## src/rtl/multicycle_control_fsm_if.sv

```systemverilog
// Control bundle between the multicycle sequencer and the datapath.
// The datapath side (master) drives the instruction fields and ALU flags; the FSM side (slave) drives the controls.
interface multicycle_control_fsm_if #(
   parameter int unsigned CNT_W = 16
);
   logic             start;
   logic [3:0]       cond;
   logic [1:0]       op;
   logic [5:0]       funct;
   logic [3:0]       alu_flags;
   logic             pc_we;
   logic             pc_src;
   logic             ir_we;
   logic             reg_we;
   logic             mem_we;
   logic             alu_src;
   logic             result_sel;
   logic [1:0]       alu_op;
   logic [3:0]       flags;
   logic             busy;
   logic             halted;
   logic [CNT_W-1:0] retired_cnt;

   modport master (
      output start, cond, op, funct, alu_flags,
      input  pc_we, pc_src, ir_we, reg_we, mem_we, alu_src, result_sel,
             alu_op, flags, busy, halted, retired_cnt
   );

   modport slave (
      input  start, cond, op, funct, alu_flags,
      output pc_we, pc_src, ir_we, reg_we, mem_we, alu_src, result_sel,
             alu_op, flags, busy, halted, retired_cnt
   );
endinterface

```

## src/rtl/multicycle_control_fsm.sv

```systemverilog
// Moore sequencer for the ARM-subset multicycle datapath.
// Holds the NZCV register and a saturating retired-instruction counter.
module multicycle_control_fsm #(
   parameter int unsigned CNT_W = 16
) (
   input  logic                    clk,
   input  logic                    rst,
   multicycle_control_fsm_if.slave bus
);
   typedef enum logic [3:0] {
      IDLE, FETCH, DECODE, EXEC, ALUWB, MEMADR, MEMRD, MEMWB, MEMWR, BRANCH, HALT
   } state_t;

   state_t           state_q, state_d;
   logic [3:0]       flags_q, flags_d;
   logic [CNT_W-1:0] retired_q, retired_d;
   logic             retire;
   logic             cond_ok;
   logic             cmd_ok;
   logic             is_cmp;
   logic [1:0]       cmd_aop;
   logic [3:0]       cmd;
   logic             fn, fz, fc, fv;

   assign cmd             = bus.funct[4:1];
   assign is_cmp          = (cmd == 4'b1010);
   assign {fn, fz, fc, fv} = flags_q;

   always_comb begin
      cond_ok = 1'b0;
      case (bus.cond)
         4'b0000: cond_ok = fz;
         4'b0001: cond_ok = !fz;
         4'b0010: cond_ok = fc;
         4'b0011: cond_ok = !fc;
         4'b0100: cond_ok = fn;
         4'b0101: cond_ok = !fn;
         4'b0110: cond_ok = fv;
         4'b0111: cond_ok = !fv;
         4'b1000: cond_ok = fc && !fz;
         4'b1001: cond_ok = !fc || fz;
         4'b1010: cond_ok = (fn == fv);
         4'b1011: cond_ok = (fn != fv);
         4'b1100: cond_ok = !fz && (fn == fv);
         4'b1101: cond_ok = fz || (fn != fv);
         4'b1110: cond_ok = 1'b1;
         default: cond_ok = 1'b0;
      endcase
   end

   always_comb begin
      cmd_ok  = 1'b1;
      cmd_aop = '0;
      case (cmd)
         4'b0100: cmd_aop = 2'b00;
         4'b0010: cmd_aop = 2'b01;
         4'b1010: cmd_aop = 2'b01;
         4'b0000: cmd_aop = 2'b10;
         4'b1100: cmd_aop = 2'b11;
         default: cmd_ok  = 1'b0;
      endcase
   end

   always_comb begin
      state_d        = state_q;
      flags_d        = flags_q;
      retire         = 1'b0;
      bus.pc_we      = 1'b0;
      bus.pc_src     = 1'b0;
      bus.ir_we      = 1'b0;
      bus.reg_we     = 1'b0;
      bus.mem_we     = 1'b0;
      bus.alu_src    = 1'b0;
      bus.result_sel = 1'b0;
      bus.alu_op     = '0;
      bus.halted     = 1'b0;
      bus.busy       = (state_q != IDLE) && (state_q != HALT);
      case (state_q)
         IDLE:   if (bus.start) state_d = FETCH;
         FETCH: begin
            bus.ir_we = 1'b1;
            bus.pc_we = 1'b1;
            state_d   = DECODE;
         end
         DECODE: begin
            // A failed condition skips before the opcode is considered, halt included.
            if (!cond_ok) state_d = FETCH;
            else begin
               case (bus.op)
                  2'b11:   state_d = HALT;
                  2'b10:   state_d = BRANCH;
                  2'b01:   state_d = MEMADR;
                  default: state_d = cmd_ok ? EXEC : FETCH;
               endcase
            end
         end
         EXEC: begin
            bus.alu_src = bus.funct[5];
            bus.alu_op  = cmd_aop;
            if (bus.funct[0] || is_cmp) flags_d = bus.alu_flags;
            state_d = ALUWB;
         end
         ALUWB: begin
            bus.alu_src = bus.funct[5];
            bus.alu_op  = cmd_aop;
            bus.reg_we  = !is_cmp;
            retire      = 1'b1;
            state_d     = FETCH;
         end
         MEMADR: begin
            bus.alu_src = 1'b1;
            state_d     = bus.funct[0] ? MEMRD : MEMWR;
         end
         MEMRD: begin
            bus.alu_src = 1'b1;
            state_d     = MEMWB;
         end
         MEMWB: begin
            bus.reg_we     = 1'b1;
            bus.result_sel = 1'b1;
            retire         = 1'b1;
            state_d        = FETCH;
         end
         MEMWR: begin
            bus.mem_we  = 1'b1;
            bus.alu_src = 1'b1;
            retire      = 1'b1;
            state_d     = FETCH;
         end
         BRANCH: begin
            bus.pc_we  = 1'b1;
            bus.pc_src = 1'b1;
            retire     = 1'b1;
            state_d    = FETCH;
         end
         HALT:    bus.halted = 1'b1;
         default: state_d = IDLE;
      endcase
   end

   assign retired_d       = (retire && (retired_q != '1)) ? retired_q + CNT_W'(1) : retired_q;
   assign bus.flags       = flags_q;
   assign bus.retired_cnt = retired_q;

   always_ff @(posedge clk or posedge rst) begin
      if (rst) begin
         state_q   <= IDLE;
         flags_q   <= '0;
         retired_q <= '0;
      end else begin
         state_q   <= state_d;
         flags_q   <= flags_d;
         retired_q <= retired_d;
      end
   end
endmodule

```

## src/flat_wrapper.sv

```systemverilog
// flat-port wrapper written by rule: the top's interface ports become plain ports
module multicycle_control_fsm_flat 
#(
   parameter int unsigned CNT_W = 16
)
  (clk, rst, bus_start, bus_cond, bus_op, bus_funct, bus_alu_flags, bus_pc_we, bus_pc_src, bus_ir_we, bus_reg_we, bus_mem_we, bus_alu_src, bus_result_sel, bus_alu_op, bus_flags, bus_busy, bus_halted, bus_retired_cnt);
  multicycle_control_fsm_if #(.CNT_W(CNT_W)) bus_i ();
  input  logic clk;
  input  logic rst;
  input wire logic [$bits(bus_i.start)-1:0] bus_start;
  input wire logic [$bits(bus_i.cond)-1:0] bus_cond;
  input wire logic [$bits(bus_i.op)-1:0] bus_op;
  input wire logic [$bits(bus_i.funct)-1:0] bus_funct;
  input wire logic [$bits(bus_i.alu_flags)-1:0] bus_alu_flags;
  output wire logic [$bits(bus_i.pc_we)-1:0] bus_pc_we;
  output wire logic [$bits(bus_i.pc_src)-1:0] bus_pc_src;
  output wire logic [$bits(bus_i.ir_we)-1:0] bus_ir_we;
  output wire logic [$bits(bus_i.reg_we)-1:0] bus_reg_we;
  output wire logic [$bits(bus_i.mem_we)-1:0] bus_mem_we;
  output wire logic [$bits(bus_i.alu_src)-1:0] bus_alu_src;
  output wire logic [$bits(bus_i.result_sel)-1:0] bus_result_sel;
  output wire logic [$bits(bus_i.alu_op)-1:0] bus_alu_op;
  output wire logic [$bits(bus_i.flags)-1:0] bus_flags;
  output wire logic [$bits(bus_i.busy)-1:0] bus_busy;
  output wire logic [$bits(bus_i.halted)-1:0] bus_halted;
  output wire logic [$bits(bus_i.retired_cnt)-1:0] bus_retired_cnt;
  assign bus_i.start = bus_start;
  assign bus_i.cond = bus_cond;
  assign bus_i.op = bus_op;
  assign bus_i.funct = bus_funct;
  assign bus_i.alu_flags = bus_alu_flags;
  assign bus_pc_we = bus_i.pc_we;
  assign bus_pc_src = bus_i.pc_src;
  assign bus_ir_we = bus_i.ir_we;
  assign bus_reg_we = bus_i.reg_we;
  assign bus_mem_we = bus_i.mem_we;
  assign bus_alu_src = bus_i.alu_src;
  assign bus_result_sel = bus_i.result_sel;
  assign bus_alu_op = bus_i.alu_op;
  assign bus_flags = bus_i.flags;
  assign bus_busy = bus_i.busy;
  assign bus_halted = bus_i.halted;
  assign bus_retired_cnt = bus_i.retired_cnt;
  multicycle_control_fsm #(.CNT_W(CNT_W)) u_core (.clk(clk), .rst(rst), .bus(bus_i));
endmodule
```

## config.mk

```make
export PLATFORM = sky130hd
export DESIGN_NAME = multicycle_control_fsm_flat
export DESIGN_NICKNAME = d
export VERILOG_FILES = /design/src/rtl/multicycle_control_fsm_if.sv /design/src/rtl/multicycle_control_fsm.sv /design/src/flat_wrapper.sv
export SDC_FILE = /design/constraint.sdc
export NUM_CORES = 1
export LEC_CHECK = 0
export CELL_PAD_IN_SITES_DETAIL_PLACEMENT = 2
export CELL_PAD_IN_SITES_GLOBAL_PLACEMENT = 2
export CORE_MARGIN = 2
export CORE_UTILIZATION = 27
export DETAILED_ROUTE_END_ITERATION = 8
export PLACE_DENSITY = 0.85
export SLEW_MARGIN = 30
export SYNTH_ARGS = -nofsm -noshare
export SYNTH_HDL_FRONTEND = slang
export SYNTH_SLANG_ARGS = --single-unit
```

## constraint.sdc

```tcl
create_clock -name clk -period 2.2 [get_ports clk]
set_input_delay 0.22 -clock clk [delete_from_list [all_inputs] [get_ports clk]]
set_output_delay 0.22 -clock clk [all_outputs]
set_load 0.05 [all_outputs]
```

==> key figures, run 1 <==
Timing
  – Period utilization: 0.933
  – Min Tclk post-route: between 2000 and 2500 ps
  – Final Skew: 1.54 ps
  – Endpoints failing hold: 0
  – RSZ-0062 raised after global routing: no
  – TNS Setup: 0 ps
  – Slew HR: 0.653
  – Fmax: about 490 MHz
  – Worst Max-Slew Pin Slew: 519 ps
  – Max Slew Vio Count: 0
  – Final Setup Violations: 0

Detailed routing
  – Via count: 1556
  – Starting DRT DRC Count: 39
  – Drt pass-1 iters: 4
  – DR WL/cell: 16.6 um
  – Drc violations: 0
  – Antenna-violating nets left: 0
  – Post-DR vias/cell: 5.00
  – WL final: between 5000 and 6000 um

Setup path
  – Critical path fanouts, max: 14
  – CP required: about 2400 ps
  – Worst Path Buf+Inv: 0
  – Crit end category: flip-flop
  – Type of origin of the critical path: flip-flop
  – Setup CP Type: flip-flop to flip-flop
  – Crit-path slowest cell: dfrtp_1
  – Worst flop-to-flop path endpoint: u_core.bus.retired_cnt[12]$_DFFE_PP0P_
  – Crit-path max cell delay: between 500 and 600 ps
  – CP arrival: 2240 ps
  – R2r startpoint: u_core.state_q[0]$_DFFE_PP0P_
  – Delay-heaviest family, CP: simple AND/OR/NAND/NOR gates
  – R2R depth: 5
  – Critical path cell sequence: or3b_1 -> a21oi_2 -> o21ai_1 -> nor4_1 -> xor2_1
  – R2R setup slack: 150 ps

Clocking
  – Clock slew at reported path FFs: around 80 ps
  – Clock latency on the worst-skew pair: 260 ps
  – Clock tree buffer depth: 2
  – Clock Sinks: 24
  – CTS tree: yes
  – H-tree level count: 1
  – CTS Buf Count: 3
  – Clock root buffer: clkbuf_8

Placement
  – Detailed Place HPWL: 4070 um
  – I/O Buffers: 49
  – RD Place Congestion: 0.754
  – Placed cell count: roughly 300
  – Post-DP Area: 2300 um^2

Final layout
  – Most common library cell in the layout ignoring fill and taps: clkdlybuf4s50_1
  – Layout cells sized above 1: 0.182
  – Post-route cell area: ~2400 um^2
  – Area delta synth->final: 46.7%
  – Final nets: 258
  – Non-Filler Instances: 311
  – N_diodes: 0
  – Most frequent cells in the layout: clkdlybuf4s50_1 (38), dfrtp_1 (22), buf_4 (15), nor2_1 (14), nand2_1 (13)

Yosys
  – Number of flops mapped to enable cells by yosys: 0
  – Syn avg cell area: 9.06 um^2
  – Distinct cells, synth: 47
  – Yosys warnings: 0
  – Post-Syn Nets: 200
  – Ys flop type: dfrtp_1
  – Register area share after synthesis: 0.368
  – Post-Syn Instances: 180
  – Seq cells post-synth: 24
  – Top-area cell type share of the netlist area: 0.368
  – Post-synthesis async set-or-reset flop share: 1.00
  – Dominant cell type by area after synthesis: dfrtp_1
  – Top cells by area, synth: dfrtp_1 (37%), xor2_1 (5.9%), mux2_2 (3.5%), nor2_1 (3.2%), a21oi_1 (3.1%)
  – Post-Syn Area: around 1600 um^2

Die
  – Core Area: 5890 um^2
  – Die area: 6680 um^2
  – Die Y: 81.7 um
  – Io pins: 50
  – Die width: 81.7 um
  – Row cnt: 28
  – Initial core utilization: 0.277

Global routing
  – Initial antenna violation count: 0
  – Largest net degree at the start of global routing: 25
  – Vias in the first global route: about 1.7k
  – First-pass GRT wire length: 8400 um
  – Gr usage total: 0.162
  – Gr ovfl total: 0

Power
  – Pwr Total: 0.00276 W
  – Power per cell area: around 1200 nW/um^2
  – Peak VDD IR: 0.000596 V
  – Leak pwr: roughly 1.1 nW

Hold path
  – Worst hold path type: primary input to asynchronous set/reset pin

Status
  – Result of the run: finished, final reports clean

Flow run
  – MaxCap Viol Count: 0
==> cell usage after synthesis, types with 2 or more instances <==
master    instances
nor2b_1           5
nor4_1            4
clkbuf_1          4
a21oi_1          10
inv_1            11
dfrtp_1          24
mux2_2            5
a21o_1            2
xor2_1           11
xnor2_1           5
nor2_1           14
a31oi_1           2
nor3b_1           2
o21ai_0           7
nand3_1           5
nor3_1            7
mux2i_1           3
nand2_1          13
and3_1            4
or3_1             3
nand2b_1          8
nor4b_1           3
buf_2             3
nor4_4            2
==> worst max-delay path by stage <==
stage | start | slack (ps) | cells after the start | endpoint
final | u_core.state_q[0]$_DFFE_PP0P_ | 150 | 5 | u_core.bus.retired_cnt[12]$_DFFE_PP0P_
after global routing | u_core.state_q[0]$_DFFE_PP0P_ | 30 | 5 | u_core.bus.retired_cnt[12]$_DFFE_PP0P_
after CTS | u_core.state_q[1]$_DFFE_PP0P_ | 10 | 6 | bus_alu_op[1]
after detailed placement | bus_cond[0] | 90 | 6 | u_core.state_q[3]$_DFFE_PP0P_
after global placement | bus_cond[0] | 150 | 6 | u_core.state_q[3]$_DFFE_PP0P_
after floorplan | u_core.state_q[0]$_DFFE_PP0P_ | -60 | 5 | bus_alu_op[1]
==> layer usage <==
metal,share of wire,up-vias,global-route usage
li1,-,758,-
met1,0.46,764,0.208
met2,0.50,32,0.293
met3,0.036,2,0.0242
met4,0.0025,0,0.0200
met5,0,-,0
==> logic make-up (layout without fill, tap and decap cells) <==
logic type,after synthesis,in the layout,share of synthesized area
buf+inv,18,74,0.0437
compound gates,35,35,0.152
xor+xnor,16,16,0.0860
flops,24,24,0.368
fa+ha+maj,1,1,0.00767
simple gates,78,78,0.289
mux,8,8,0.0530
==> sequential cells by signal (all words and copies together) (netlist names) <==
register                flops
u_core.bus.retired_cnt     16
u_core.bus.flags            4
u_core.state_q              4
==> timing repair <==
item	in CTS	in global routing
setup endpoints to repair	1	2
resized for setup	5	1
cloned	0	0
pin swaps	0	1
hold buffers	0	0
setup buffers	0	4
==> final cells by class <==
class	instances	area (um^2)
inverter	11	41.3
tap	75	93.8
sequential	24	603
timing repair buffer	60	626
fill	647	3490
clock buffer	3	41.3
multi-input combinational	138	986
==> stage by stage <==
step	hold WS [ps]	setup WS (ps)	util
after floorplan	235	-61.1	-
after global placement	496	147	0.391
after detailed placement	517	87.3	0.391
after CTS	310	11.2	0.401
after global routing	342	26.2	0.406
final	303	148	0.406
==> power by group <==
group	internal, W	total [W]	leakage (nW)	switching [W]
logic	0.000698	0.00174	0.738	0.00104
clock network	0.000122	0.000256	0.0216	0.000133
registers	0.000555	0.000761	0.314	0.000206
==> worst reg2reg max path: stages, from the launching register on <==
cell and delay, ps:
dfrtp_1 550, or3b_1 450, a21oi_2 260, o21ai_1 200, nor4_1 340, xor2_1 180
No activity file was read; power rests on OpenSTA's default activity.
==> inputs of run 2 (changes only) <==
==> constraint.sdc (replaced) <==
create_clock -name clk -period 2 [get_ports clk]
set_input_delay 0.2 -clock clk [delete_from_list [all_inputs] [get_ports clk]]
set_output_delay 0.2 -clock clk [all_outputs]
set_load 0.05 [all_outputs]
==> run 2 against run 1 <==
The run now ends with negative setup slack left; clock power increased by 73%; largest cell class unchanged; critical path depth grew 1; core utilization rose by 4.2 points; final cell count rose by 3.9%; first-iteration DRC count increased by 41%; critical path type is now flip-flop to output pin.
==> key figures, run 2 (synthesis results as in run 1) <==
Die
  – Die area: 6680 um^2
  – Initial core utilization: 0.277
  – Core Area: about 6000 um^2
  – Row cnt: 28
  – Die width: between 80 and 90 um
  – Die Y: roughly 82 um
  – Io pins: 50

Setup path
  – CP arrival: roughly 1900 ps
  – Critical path fanouts, max: 3
  – CP required: between 1500 and 2000 ps
  – Setup CP Type: flip-flop to output pin
  – Type of origin of the critical path: flip-flop
  – Crit end category: output pin

Placement
  – RD Place Congestion: 0.804
  – I/O Buffers: 49
  – Post-DP Area: 2440 um^2
  – Placed cell count: between 300 and 400
  – Detailed Place HPWL: 4420 um

Final layout
  – Filler Cell Count: 620
  – Final nets: 269
  – Post-route cell area: approximately 2600 um^2
  – N_diodes: 0
  – Max reg flops: 16
  – Most common library cell in the layout ignoring fill and taps: clkdlybuf4s50_1
  – Non-Filler Instances: approximately 320
  – Seq. cell area: 607 um^2
  – Most frequent cells in the layout: clkdlybuf4s50_1 (38), buf_4 (23), dfrtp_1 (19), nand2_1 (13), nor2_1 (13)
  – Area delta synth->final: 61.8%
  – Layout cells sized above 1: 0.286
  – Area occupied by multi-input gates: around 1100 um^2

Timing
  – Final Setup Violations: 1
  – Endpoints failing hold: 0
  – Period utilization: 1.03
  – RSZ-0062 raised after global routing: yes
  – Slew HR: 0.597
  – Crit path setup slack, layout: -56.1 ps
  – Fmax: 486 MHz
  – Max Slew Vio Count: 0
  – Min Tclk post-route: 2060 ps
  – Worst Max-Slew Pin Slew: 601 ps
  – Final Skew: 4.84 ps

Clocking
  – Clock latency on the worst-skew pair: 280 ps
  – CTS tree: yes
  – CTS Buf Count: 3
  – Clock slew at reported path FFs: 90 ps
  – Clock Sinks: 24
  – Clock tree buffer depth: 2
  – H-tree level count: 1
  – Clock root buffer: clkbuf_8
  – # hold bufs at CTS: 0

Power
  – Leak pwr: 1.16 nW
  – Seq pwr share: 0.222
  – Peak VDD IR: 0.000821 V
  – Power per cell area: 1320 nW/um^2
  – Sw frac: 0.474
  – Clock power frac: 0.127
  – Int Pwr: 0.00183 W
  – Psw: 0.00165 W
  – Comb power frac: 0.651

Detailed routing
  – DR WL/cell: between 15 and 20 um
  – Drt pass-1 iters: 4
  – Drc violations: 0
  – Antenna-violating nets left: 0
  – Starting DRT DRC Count: 55
  – Via count: 1654
  – WL final: about 6000 um
  – Post-DR vias/cell: between 5 and 6

Global routing
  – Vias in the first global route: 1887
  – First-pass GRT wire length: around 9700 um
  – Gr usage total: 0.190
  – Initial antenna violation count: 0
  – Largest net degree at the start of global routing: 17
  – Gr ovfl total: 0

Status
  – Result of the run: finished with violations
  – Violations in the final reports: negative setup slack

Hold path
  – Worst hold path type: primary input to asynchronous set/reset pin

Flow run
  – MaxCap Viol Count: 0
-- run 2: changes by cell type in the layout (fill, tap and decap cells not counted), moves of 2 or more --
cell | before | now
buf_4 | 15 | 23
buf_12 | 6 | 10
nor3_1 | 6 | 2
dfrtp_1 | 22 | 19
dfrtp_2 | 2 | 5
nor3_2 | 1 | 4
nand2b_1 | 8 | 6
nand2b_4 | 0 | 2
-- run 2: area by class of cell --
type / instances / area share
Timing Repair Buffer: 71 / 0.286
Sequential cell: 24 / 0.230
Multi-Input combinational cell: 138 / 0.406
Clock inverter: 1 / 0.0114
Clock buffer: 3 / 0.0157
Inverter: 11 / 0.0157
Tap cell: 75 / 0.0356
-- run 2: power groups by stage --
| stage | Clock (W) | Sequential [W] | Combinational (W) |
|---|---|---|---|
| 2_1_floorplan | 0 | 0.00104 | 0.000997 |
| 3_3_place_gp | 0 | 0.000774 | 0.00202 |
| 3_5_place_dp | 0 | 0.000781 | 0.00209 |
| 4_1_cts | 0.000451 | 0.000775 | 0.00225 |
| 5_1_grt | 0.000467 | 0.000797 | 0.00243 |
| 6_report | 0.000443 | 0.000772 | 0.00227 |
-- run 2: metal layers --
metal	share of wire	up-vias	global-route usage
li1	-	778	-
met1	0.40	821	0.224
met2	0.54	45	0.355
met3	0.034	10	0.0187
met4	0.021	0	0.0667
met5	0	-	0
-- run 2: critical path, stage by stage (launching register included) --
cell,delay [ps]
dfrtp_1,410
nand2b_4,160
nor2_1,100
a21oi_1,60
or3_4,360
nor4_4,310
buf_12,180
-- run 2: worst paths after layout --
kind | startpoint | to | slack [ps] | cells past startpoint
min in group clk | u_core.bus.retired_cnt[9]$_DFFE_PP0P_ | u_core.bus.retired_cnt[9]$_DFFE_PP0P_ | 510 | 1
hold / removal | rst | u_core.bus.retired_cnt[12]$_DFFE_PP0P_ | 280 | 2
hold reg to reg | u_core.bus.retired_cnt[9]$_DFFE_PP0P_ | u_core.bus.retired_cnt[9]$_DFFE_PP0P_ | 510 | 1
max in group asynchronous | rst | u_core.bus.retired_cnt[4]$_DFFE_PP0P_ | 1150 | 3
setup / recovery | u_core.state_q[1]$_DFFE_PP0P_ | bus_alu_op[1] | -60 | 6
setup reg to reg | u_core.bus.retired_cnt[10]$_DFFE_PP0P_ | u_core.bus.retired_cnt[1]$_DFFE_PP0P_ | 80 | 5
-- run 2: timing repair --
action | 4_1_cts | 5_1_grt
buffers inserted | 5 | 1
resized for setup | 8 | 7
pin swaps | 4 | 3
endpoints found under the setup margin | 3 | 7
-- run 2: through the flow --
stage	hold slack (ps)	setup WS [ps]	setup TNS [ps]	utilization	total power, W
finish	283	-56.1	-56.1	0.448	0.00348
global route	353	-105	-169	0.448	0.00369
CTS	307	-98.3	-98.3	0.440	0.00348
detailed placement	500	-53.8	-53.8	0.415	0.00287
global placement	478	46.7	0	0.415	0.00279
floorplan	214	-5.05	-5.05	-	0.00204
==> inputs of run 3 (changes only) <==
--- a/config.mk
+++ b/config.mk
@@ -5,12 +5,11 @@
 export SDC_FILE = /design/constraint.sdc
 export NUM_CORES = 1
 export LEC_CHECK = 0
-export CELL_PAD_IN_SITES_DETAIL_PLACEMENT = 2
-export CELL_PAD_IN_SITES_GLOBAL_PLACEMENT = 2
+export ABC_AREA = 1
 export CORE_MARGIN = 2
-export CORE_UTILIZATION = 27
+export CORE_UTILIZATION = 47
 export DETAILED_ROUTE_END_ITERATION = 8
-export PLACE_DENSITY = 0.85
+export PLACE_DENSITY = 0.86
 export SLEW_MARGIN = 30
 export SYNTH_ARGS = -nofsm -noshare
 export SYNTH_HDL_FRONTEND = slang
==> constraint.sdc (replaced) <==
create_clock -name clk -period 2 [get_ports clk]
set_input_delay 0.2 -clock clk [delete_from_list [all_inputs] [get_ports clk]]
set_output_delay 0.2 -clock clk [all_outputs]
set_load 0.005 [all_outputs]
==> run 3 against run 2 <==
The run now ends clean; highest routed layer unchanged; clock skew down 1.5 ps; critical endpoint is now bus_busy; clock power shrank 44%; sequential cell count did not move; sequential power shrank 5.1%.
==> key figures, run 3 <==
Power
  – Leak pwr: ~1.1 nW
  – Power per cell area: 956 nW/um^2
  – Peak VDD IR: 0.000589 V

Yosys
  – Syn avg cell area: around 7.0 um^2
  – Commonest cells in the netlist: nand2_1 (45), inv_1 (41), nor2_1 (36)
  – Dominant cell type by area after synthesis: dfrtp_1
  – Number of flops mapped to enable cells by yosys: 0
  – Yosys warnings: 0
  – Register area share after synthesis: 0.372
  – Post-synthesis async set-or-reset flop share: 1.00
  – Top cells by area, synth: dfrtp_1 (37%), nand2_1 (10%), inv_1 (9.5%), nor2_1 (8.4%), nand3_1 (7.4%)
  – Most common cell in the synthesized netlist: nand2_1
  – Distinct cells, synth: 24
  – Seq cells post-synth: 24
  – Post-Syn Area: between 1500 and 2000 um^2
  – Post-Syn Instances: 231
  – Ys flop type: dfrtp_1
  – Top-area cell type share of the netlist area: 0.372
  – Post-Syn Nets: about 250

Clocking
  – Clock latency on the worst-skew pair: 310 ps
  – Clock root buffer: clkbuf_4
  – Clock slew at reported path FFs: 120 ps
  – CTS Buf Count: 3
  – # hold bufs at CTS: 0
  – CTS tree: yes
  – Clock tree buffer depth: 2
  – Clock Sinks: 24
  – H-tree level count: 1

Setup path
  – R2R setup slack: 200 ps
  – CP required: 1800 ps
  – Critical path's most frequent cell: nor2_4
  – R2r startpoint: u_core.state_q[2]$_DFFE_PP0P_
  – Crit end category: output pin
  – Crit-path slowest cell: dfrtp_2
  – Type of origin of the critical path: flip-flop
  – Critical path cell sequence: nor2_1 -> inv_1 -> buf_4 -> nor2_4 -> nor2_4 -> clkdlybuf4s50_1
  – Crit-path max cell delay: 460 ps
  – Worst flop-to-flop path endpoint: u_core.bus.retired_cnt[9]$_DFFE_PP0P_
  – Crit path to: bus_busy
  – R2R depth: 9
  – Setup CP Type: flip-flop to output pin
  – CP arrival: 1750 ps
  – Critical path fanouts, max: 4
  – Critical Path Source: u_core.state_q[3]$_DFFE_PP0P_

Global routing
  – Gr ovfl total: 0
  – First-pass GRT wire length: 6570 um
  – Largest net degree at the start of global routing: 25
  – Gr usage total: 0.205
  – Vias in the first global route: around 1.7k
  – Initial antenna violation count: 0

Final layout
  – Post-layout util: 0.694
  – Area occupied by multi-input gates: 888 um^2
  – Final nets: 313
  – Area delta synth->final: 42.3%
  – N_diodes: 0
  – Seq. cell area: 602 um^2
  – Non-Filler Instances: 338
  – Filler Cell Count: 283
  – Most frequent cells in the layout: nand2_1 (44), clkdlybuf4s50_1 (44), inv_1 (40), nor2_1 (31), nand3_1 (24)
  – Layout cells sized above 1: 0.106
  – Max reg flops: 16

Timing
  – Endpoints failing hold: 0
  – Final Skew: 3.31 ps
  – Slew HR: 0.781
  – Crit path setup slack, layout: 53.3 ps
  – RSZ-0062 raised after global routing: yes
  – TNS Setup: 0 ps
  – Period utilization: 0.973
  – Worst Max-Slew Pin Slew: about 330 ps
  – Fmax: 514 MHz
  – Min Tclk post-route: 1950 ps
  – Final Setup Violations: 0
  – Max Slew Vio Count: 0

Placement
  – I/O Buffers: 49
  – Detailed Place HPWL: around 3000 um
  – RD Place Congestion: approximately 0.9
  – Placed cell count: 328
  – Pre-CTS WS: 172 ps

Detailed routing
  – DR WL/cell: 11.6 um
  – Post-DR vias/cell: 4.97
  – WL final: 3910 um
  – Starting DRT DRC Count: 92
  – Drt pass-1 iters: 4
  – Antenna-violating nets left: 0
  – Via count: between 1.5k and 2k
  – Drc violations: 0

Status
  – Result of the run: finished, final reports clean

Die
  – Die area: 3920 um^2
  – Die width: 62.6 um
  – Die Y: between 60 and 70 um
  – Row cnt: 21
  – Core Area: 3310 um^2
  – Initial core utilization: 0.488
  – Io pins: 50

Hold path
  – Worst hold path type: primary input to asynchronous set/reset pin

Flow run
  – MaxCap Viol Count: 0
## run 3: cell count changes after synthesis, sizes merged, moves of 5 or more
cell,previous run,this run
nand2,13,46
inv,11,41
nor2,14,40
nand3,5,24
nand2b,8,0
nor4,7,1
nor2b,5,0
## run 3: logic make-up (layout without fill, tap and decap cells)
| group | after synthesis | after routing | share of synthesized area |
|---|---|---|---|
| AO/OA/AOI/OAI | 17 | 17 | 0.0543 |
| XOR/XNOR | 15 | 15 | 0.0814 |
| adder cells (fa/ha/maj) | 1 | 1 | 0.00775 |
| buffers and inverters | 42 | 103 | 0.102 |
| flip-flops | 24 | 24 | 0.372 |
| multiplexers | 2 | 2 | 0.0140 |
| AND/OR/NAND/NOR | 130 | 130 | 0.368 |
## run 3: worst min path at each step
stage               cells past startpoint                                   start                                endpoint  slack, ps
finish                                  3                                     rst         u_core.bus.flags[0]$_DFFE_PP0P_        210
global route                            3                                     rst         u_core.bus.flags[3]$_DFFE_PP0P_        220
CTS                                     3                                     rst           u_core.state_q[1]$_DFFE_PP0P_        220
detailed placement                      1  u_core.bus.retired_cnt[14]$_DFFE_PP0P_  u_core.bus.retired_cnt[14]$_DFFE_PP0P_        510
global placement                        1  u_core.bus.retired_cnt[14]$_DFFE_PP0P_  u_core.bus.retired_cnt[14]$_DFFE_PP0P_        500
floorplan                               1                                     rst         u_core.bus.flags[0]$_DFFE_PP0P_        210
## run 3: report_power, final
group | internal, W | total, W | switching [W]
combinational | 0.000600 | 0.00121 | 0.000613
clock | 0.000111 | 0.000249 | 0.000138
sequential | 0.000603 | 0.000733 | 0.000131
## run 3: final cells by class
class	instances	share of cell area
tap	46	0.0251
inverter	41	0.0670
sequential	24	0.262
clock buffer	4	0.0158
timing repair buffer	58	0.243
multi-input combinational	165	0.387
## run 3: routing by layer
layer,vias up,track usage,wire (um)
li1,849,-,-
met1,757,0.232,1670
met2,59,0.367,1920
met3,15,0.0342,200
met4,0,0.114,119
met5,-,0,0
## run 3: worst max-delay path: cells and delay by family, from the launching register on
kind	cells	cell delay [ps]
DFF	1	460
and+or+nand+nor	3	290
buffers and inverters	3	680
## run 3: stage by stage
step,hold slack (ps),total power [W],area (um^2)
after floorplan,215,0.00132,1610
after global placement,503,0.00177,2170
after detailed placement,513,0.00180,2170
after CTS,220,0.00212,2250
after global routing,215,0.00239,2300
final,212,0.00220,2300
## run 3: what timing repair did
| action | CTS | global route |
|---|---|---|
| buffers inserted | 5 | 1 |
| endpoints found under the setup margin | 3 | 7 |
| endpoints found under the hold margin | 0 | 0 |
| resized for setup | 6 | 13 |
| pin swaps | 2 | 0 |
